## config.mk

```make
export PLATFORM = sky130hd
export DESIGN_NAME = ninja_action_gen_flat
export DESIGN_NICKNAME = d
export VERILOG_FILES = /design/src/rtl/ninja_pkg.sv /design/src/rtl/ninja_action_gen_if.sv /design/src/rtl/ninja_tick_gen.sv /design/src/rtl/ninja_action_gen.sv /design/src/flat_wrapper.sv
export SDC_FILE = /design/constraint.sdc
export NUM_CORES = 1
export LEC_CHECK = 0
export CORE_ASPECT_RATIO = 0.6
export CORE_UTILIZATION = 54
export CTS_BUF_LIST = sky130_fd_sc_hd__clkbuf_4 sky130_fd_sc_hd__clkbuf_8
export DETAILED_ROUTE_END_ITERATION = 16
export MAX_ROUTING_LAYER = met4
export PLACE_DENSITY = 0.74
export SLEW_MARGIN = 30
export SYNTH_ARGS = -nofsm -noshare
export SYNTH_HDL_FRONTEND = slang
export SYNTH_HIERARCHICAL = 1
export SYNTH_SLANG_ARGS = --single-unit
```

## constraint.sdc

```tcl
create_clock -name clk -period 7.4 [get_ports clk]
set_input_delay 0.74 -clock clk [delete_from_list [all_inputs] [get_ports clk]]
set_output_delay 0.74 -clock clk [all_outputs]
set_load 0.05 [all_outputs]
```

## src/rtl/ninja_pkg.sv

```systemverilog
// Shared definitions for the reflex-game blocks: action codes, FSM states,
// the default tick divider and the answer-window length rule.
package ninja_pkg;

  typedef logic [3:0] action_t;

  localparam action_t ACT_UP    = 4'b0011;
  localparam action_t ACT_DOWN  = 4'b0010;
  localparam action_t ACT_LEFT  = 4'b0001;
  localparam action_t ACT_RIGHT = 4'b0000;

  localparam int unsigned DEF_TICK_DIV = 5_000_000;

  typedef enum logic [1:0] {IDLE, GAP, SHOW, DONE} state_t;

  // Window shrinks by step per level and clamps at floor; the subtraction is
  // guarded so a large level never wraps the 8-bit result.
  function automatic logic [7:0] window_len(input logic [2:0] level,
                                            input logic [7:0] base,
                                            input logic [7:0] step,
                                            input logic [7:0] floor);
    logic [10:0] cut;
    cut = 11'(level) * 11'(step);
    if (cut >= 11'(base)) return floor;
    if ((base - cut[7:0]) < floor) return floor;
    return base - cut[7:0];
  endfunction

endpackage

```

## src/rtl/ninja_action_gen_if.sv

```systemverilog
// Prompt/judge bus: game control inputs and prompt/status outputs of the action generator.
interface ninja_action_gen_if;
  logic              start;
  logic [7:0]        wrong_time;
  logic              round_active;
  ninja_pkg::action_t action;
  logic [7:0]        count;
  logic [2:0]        level_num;
  logic              window_start;
  logic              game_over;
  logic              win;

  modport master (
    input  start, wrong_time,
    output round_active, action, count, level_num, window_start, game_over, win
  );

  modport slave (
    output start, wrong_time,
    input  round_active, action, count, level_num, window_start, game_over, win
  );
endinterface

```

## src/rtl/ninja_tick_gen.sv

```systemverilog
// Game tick divider: one-cycle tick every TICK_DIV enabled cycles, restartable
// through clear so a new phase always begins on a tick boundary.
module ninja_tick_gen #(
  parameter int unsigned TICK_DIV = ninja_pkg::DEF_TICK_DIV
) (
  input  logic clk,
  input  logic rst,
  input  logic clear,
  input  logic en,
  output logic tick
);
  localparam int unsigned   DW   = (TICK_DIV > 1) ? $clog2(TICK_DIV) : 1;
  localparam logic [DW-1:0] LAST = DW'(TICK_DIV - 1);

  logic [DW-1:0] div;

  // NOTE: sequential state uses non-blocking assignments so every register
  // samples pre-edge values and simulation matches the synthesized flops.
  always_ff @(posedge clk or posedge rst) begin
    if (rst)                 div <= '0;
    else if (clear || !en)   div <= '0;
    else if (div == LAST)    div <= '0;
    else                     div <= div + 1'b1;
  end

  assign tick = en && (div == LAST);
endmodule

```

## src/rtl/ninja_action_gen.sv

```systemverilog
// Prompt side of the reflex game: sequences gap/answer-window rounds, draws
// the action from a free-running LFSR and ends the game on win or loss.
module ninja_action_gen
  import ninja_pkg::*;
#(
  parameter int unsigned TICK_DIV         = DEF_TICK_DIV,
  parameter int unsigned WINDOW_TICKS     = 50,
  parameter int unsigned WINDOW_STEP      = 10,
  parameter int unsigned WINDOW_MIN       = 10,
  parameter int unsigned GAP_TICKS        = 10,
  parameter int unsigned ROUNDS_PER_LEVEL = 8,
  parameter int unsigned MAX_LEVEL        = 4,
  parameter int unsigned MAX_WRONG        = 10,
  parameter logic [15:0] LFSR_SEED        = 16'hACE1
) (
  input logic                clk,
  input logic                rst,
  ninja_action_gen_if.master bus
);
  localparam logic [7:0] GAP_LAST    = 8'(GAP_TICKS - 1);
  localparam logic [7:0] ROUND_LAST  = 8'(ROUNDS_PER_LEVEL - 1);
  localparam logic [2:0] LEVEL_TOP   = 3'(MAX_LEVEL);
  localparam logic [7:0] WRONG_LIMIT = 8'(MAX_WRONG);

  state_t      state, state_d;
  logic [7:0]  tick_cnt, tick_cnt_d;
  logic [7:0]  round_cnt, round_cnt_d;
  logic [15:0] lfsr;
  action_t     action, action_d;
  logic [7:0]  count, count_d;
  logic [2:0]  level_num, level_d;
  logic        win, win_d;
  logic        round_active, window_start, game_over;
  logic        tick, tick_en, clear, lost;
  logic [7:0]  window_last;

  assign tick_en     = (state != IDLE);
  assign clear       = (state_d != state);
  assign lost        = (bus.wrong_time >= WRONG_LIMIT);
  assign window_last = window_len(level_num, 8'(WINDOW_TICKS), 8'(WINDOW_STEP),
                                  8'(WINDOW_MIN)) - 8'd1;

  ninja_tick_gen #(.TICK_DIV(TICK_DIV)) u_tick (
    .clk   (clk),
    .rst   (rst),
    .clear (clear),
    .en    (tick_en),
    .tick  (tick)
  );

  // NOTE: every variable written here gets a default first, so no path
  // through the case can leave one unassigned and infer a latch.
  always_comb begin
    state_d     = state;
    tick_cnt_d  = tick_cnt;
    round_cnt_d = round_cnt;
    action_d    = action;
    count_d     = count;
    level_d     = level_num;
    win_d       = win;

    unique case (state)
      IDLE, DONE: begin
        if (bus.start) begin
          state_d     = GAP;
          count_d     = 8'd0;
          level_d     = 3'd0;
          win_d       = 1'b0;
          round_cnt_d = 8'd0;
        end
      end
      GAP: begin
        if (lost) begin
          state_d = DONE;
          win_d   = 1'b0;
        end else if (tick) begin
          if (tick_cnt == GAP_LAST) begin
            state_d  = SHOW;
            action_d = {2'b00, lfsr[1:0]};
          end else begin
            tick_cnt_d = tick_cnt + 8'd1;
          end
        end
      end
      SHOW: begin
        // Loss is checked first: an expiring window never scores after a loss.
        if (lost) begin
          state_d = DONE;
          win_d   = 1'b0;
        end else if (tick) begin
          if (tick_cnt == window_last) begin
            count_d = (count == 8'hFF) ? count : count + 8'd1;
            state_d = GAP;
            if (round_cnt == ROUND_LAST) begin
              round_cnt_d = 8'd0;
              if (level_num == LEVEL_TOP) begin
                state_d = DONE;
                win_d   = 1'b1;
              end else begin
                level_d = level_num + 3'd1;
              end
            end else begin
              round_cnt_d = round_cnt + 8'd1;
            end
          end else begin
            tick_cnt_d = tick_cnt + 8'd1;
          end
        end
      end
      default: state_d = IDLE;
    endcase

    if (state_d != state) tick_cnt_d = 8'd0;
  end

  always_ff @(posedge clk or posedge rst) begin
    if (rst) begin
      state        <= IDLE;
      tick_cnt     <= 8'd0;
      round_cnt    <= 8'd0;
      lfsr         <= LFSR_SEED;
      action       <= '0;
      count        <= 8'd0;
      level_num    <= 3'd0;
      win          <= 1'b0;
      round_active <= 1'b0;
      window_start <= 1'b0;
      game_over    <= 1'b0;
    end else begin
      state        <= state_d;
      tick_cnt     <= tick_cnt_d;
      round_cnt    <= round_cnt_d;
      lfsr         <= {lfsr[14:0], lfsr[15] ^ lfsr[13] ^ lfsr[12] ^ lfsr[10]};
      action       <= action_d;
      count        <= count_d;
      level_num    <= level_d;
      win          <= win_d;
      // Status flags are derived from the next state so they move with it.
      round_active <= (state_d == SHOW);
      window_start <= (state == GAP) && (state_d == SHOW);
      game_over    <= (state_d == DONE);
    end
  end

  assign bus.round_active = round_active;
  assign bus.action       = action;
  assign bus.count        = count;
  assign bus.level_num    = level_num;
  assign bus.window_start = window_start;
  assign bus.game_over    = game_over;
  assign bus.win          = win;
endmodule

```

## src/flat_wrapper.sv

```systemverilog
// flat-port wrapper written by rule: the top's interface ports become plain ports
module ninja_action_gen_flat import ninja_pkg::*;
#(
  parameter int unsigned TICK_DIV         = DEF_TICK_DIV,
  parameter int unsigned WINDOW_TICKS     = 50,
  parameter int unsigned WINDOW_STEP      = 10,
  parameter int unsigned WINDOW_MIN       = 10,
  parameter int unsigned GAP_TICKS        = 10,
  parameter int unsigned ROUNDS_PER_LEVEL = 8,
  parameter int unsigned MAX_LEVEL        = 4,
  parameter int unsigned MAX_WRONG        = 10,
  parameter logic [15:0] LFSR_SEED        = 16'hACE1
)
  (clk, rst, bus_start, bus_wrong_time, bus_round_active, bus_action, bus_count, bus_level_num, bus_window_start, bus_game_over, bus_win);
  ninja_action_gen_if bus_i ();
  input logic clk;
  input logic rst;
  input wire logic [$bits(bus_i.start)-1:0] bus_start;
  input wire logic [$bits(bus_i.wrong_time)-1:0] bus_wrong_time;
  output wire logic [$bits(bus_i.round_active)-1:0] bus_round_active;
  output wire logic [$bits(bus_i.action)-1:0] bus_action;
  output wire logic [$bits(bus_i.count)-1:0] bus_count;
  output wire logic [$bits(bus_i.level_num)-1:0] bus_level_num;
  output wire logic [$bits(bus_i.window_start)-1:0] bus_window_start;
  output wire logic [$bits(bus_i.game_over)-1:0] bus_game_over;
  output wire logic [$bits(bus_i.win)-1:0] bus_win;
  assign bus_i.start = bus_start;
  assign bus_i.wrong_time = bus_wrong_time;
  assign bus_round_active = bus_i.round_active;
  assign bus_action = bus_i.action;
  assign bus_count = bus_i.count;
  assign bus_level_num = bus_i.level_num;
  assign bus_window_start = bus_i.window_start;
  assign bus_game_over = bus_i.game_over;
  assign bus_win = bus_i.win;
  ninja_action_gen #(.TICK_DIV(TICK_DIV), .WINDOW_TICKS(WINDOW_TICKS), .WINDOW_STEP(WINDOW_STEP), .WINDOW_MIN(WINDOW_MIN), .GAP_TICKS(GAP_TICKS), .ROUNDS_PER_LEVEL(ROUNDS_PER_LEVEL), .MAX_LEVEL(MAX_LEVEL), .MAX_WRONG(MAX_WRONG), .LFSR_SEED(LFSR_SEED)) u_core (.clk(clk), .rst(rst), .bus(bus_i));
endmodule
```

==> metrics <==
arrival time worst endpoint 4.95 ns; worst slack at placement 2.78 ns; Worst EP required 7.67 ns; First-pass DRT Iterations 5; Placer Congestion 0.911; Worst R2R Path Depth 17; Least-Margin Pin Slew 0.819 ns; final instance area 4810 sq um; placed insts 576; skew final 0.0110 ns; Final Hold Viols 0; DR iter-0 viols 288; #FFs+latches synth 74; hold buffer count at cts 0; DP Area 4620 sq um; FMAX 214 MHz; CTS tree built; post-layout net count 514; P per Cell Area 261 nW/um^2; Die W 117 um; Setup CP Type flip-flop to flip-flop; Starting Density 0.575; RSZ-0062 raised after global routing no; Yosys warnings 6; Slew HR 0.454; synthesized area per cell 9.38 sq um; Comb power frac 0.399; Via density 5.94; CTS HTree Levels 3; CP startpoint kind flip-flop; CTS Buf Count 9; vias post-DR 3515; Site Rows 24; Net Sw Frac 0.417; commonest cells after routing, fill and taps aside 66 x dfrtp_1, 40 x nor2_1, 28 x nand2_1; share of flip-flops with an asynchronous set or reset 1.00; clk sinks 74; DR WL/cell 15.7 um; Non-Filler Instances 592; crit path launch u_core/bus.level_num[2]; Final Cycle Share 0.632; # port buffers 26; Antenna Cells 0; GR Overflow Total 0; Final TNS setup 0 ns; Peak supply drop 160 uV; pin count of the biggest net entering global routing 52; post-CTS setup buffer count 0; Setup crit end kind flip-flop; Core Box Area 7510 sq um; Leakage 2.09 nW; # resized after CTS 0; post-route ant nets 0; max-slew violations 0; Worst R2R Setup Slack 2.72 ns; most common cell after layout, fill and taps aside dfrtp_1; Synth Flop Type dfrtp_1; vias in the first global route 3297; Root Buffer clkbuf_8; Synth cell types 62; cells after synthesis 460; Max Fanout on Critical Path 23; hpwl dp 6730 um; reg-to-reg critical path startpoint u_core/bus.level_num[2]; Die Y 71.2 um; initial antenna violation count 0; Internal 0.732 mW; Worst-path clk slew 0.08 ns; Cell Area, Synth 4310 sq um; final wirelength 9300 um; Global Route Usage Sum 0.251; Psw 0.523 mW; number of flops mapped to enable cells by yosys 0; min-delay src u_core/lfsr[8]; Seq pwr share 0.368; DRC viols 0; Final min period 4.68 ns; # setup viols final 0; clk buf depth 2; Reg area 1860 sq um; Max-Cap Viols 0; FILL cells 624; Clock power frac 0.234; IO Count 30; post-route setup slack 2.72 ns; multi-input logic area 2270 sq um; Min-Delay Path Class flip-flop to flip-flop; outcome finished, final reports clean; crit path to u_core/u_tick/div[18]; Area Overhead vs Synth 11.4%; sequential share of the synthesized area 0.432; die area 8360 sq um; Clk Latency, worst-skew pair 0.35 ns; first-pass GRT wire length 16100 um; share of cells above drive strength 1 0.0902; RR Endpoint u_core/u_tick/div[18]
## worst min path at each step
stage	endpoint	depth (start not counted)
after CTS	u_core/lfsr[9]	0
after global placement	u_core/lfsr[9]	0
after floorplan	u_core/lfsr[3]	0
final	u_core/lfsr[9]	0
after detailed placement	u_core/lfsr[3]	0
after global routing	u_core/lfsr[7]	0
## final cells by class
type	count	share of cell area
well taps	104	0.0271
clock buffers	10	0.0286
inverters	26	0.0208
clock inverters	6	0.0102
multi-input cells	346	0.472
flip-flops and latches	74	0.387
repair buffers	26	0.0541
## power groups by stage
stage	registers, mW	logic [mW]	clock network, mW
3_5_place_dp	0.469	0.495	0
2_1_floorplan	0.499	0.386	0
4_1_cts	0.461	0.497	0.302
5_1_grt	0.465	0.556	0.320
3_3_place_gp	0.467	0.490	0
6_report	0.461	0.500	0.293
## worst max-delay path, cell delays in order, from the launching register on
cell and delay [ns]:
dfrtp_1 0.50, inv_1 0.18, ha_1 0.42, inv_1 0.07, ha_1 0.18, a211oi_1 0.29
o211a_1 0.25, or3_1 0.12, ha_1 0.19, nand2_1 0.07, or3_4 0.35, mux2_4 0.32
o21a_1 0.33, a32o_1 0.32, a211o_1 0.42, nor2_1 0.22, o21ai_4 0.21, a21oi_1 0.17
## cells in the mapped netlist, drive strengths merged, types with 2 or more instances
library cell	n	area [sq um]
nor2b	2	12.5
and2	7	43.8
nand3b	2	15.0
or2	6	37.5
o2111ai	2	17.5
ha	19	238
or4	7	56.3
nor3	11	55.1
dfrtp	66	1650
a31oi	5	31.3
o211a	2	20.0
and4b	2	20.0
clkbuf	9	33.8
a21o	4	30.0
o31ai	4	30.0
buf	6	60.1
or3	11	73.8
dfstp	8	210
xnor2	18	158
inv	25	93.8
nor3b	2	15.0
nor2	40	150
mux2i	6	60.1
a211o	4	35.0
o21a	4	30.0
a22o	2	17.5
nand4	16	100
a21oi	22	110
nand2b	10	70.1
o22ai	2	12.5
nand3	25	130
mux2	4	48.8
xor2	9	78.8
o21ai	29	156
o211ai	2	15.0
and3	12	75.1
nand2	28	105
nor4	12	75.1
## logic make-up (layout without fill, tap and decap cells)
family	after synthesis	after routing	synth area share
AND/OR/NAND/NOR	197	197	0.249
AO/OA/AOI/OAI	90	90	0.135
flip-flops	74	74	0.432
buffers and inverters	41	68	0.0444
XOR/XNOR	27	27	0.0548
adder cells (fa/ha/maj)	20	20	0.0597
multiplexers	10	10	0.0252
other	1	2	0.000869
## state kept, by name (all words and copies together), names as in the netlist, 2 cells and up
register and count:
u_core/bus.level_num 3, u_core/u_tick/div 23, u_core/round_cnt 8, u_core/lfsr 16, u_core/bus.action 2, u_core/bus.count 8
u_core/state 2, u_core/tick_cnt 8
## stage by stage
stage	hold WS (ns)	util	power [mW]
after global routing	0.356	0.640	1.34
final	0.352	0.640	1.25
after detailed placement	0.336	0.615	0.964
after global placement	0.334	0.615	0.957
after CTS	0.357	0.640	1.26
after floorplan	0.331	-	0.885
## layer usage
| layer | global-route usage | share of wire |
|---|---|---|
| met5 | - | 0 |
| met4 | 0.0736 | 0.0070 |
| met3 | 0.0621 | 0.059 |
| met2 | 0.350 | 0.43 |
| met1 | 0.363 | 0.51 |
Note: power is estimated with default switching activity, not from simulation.
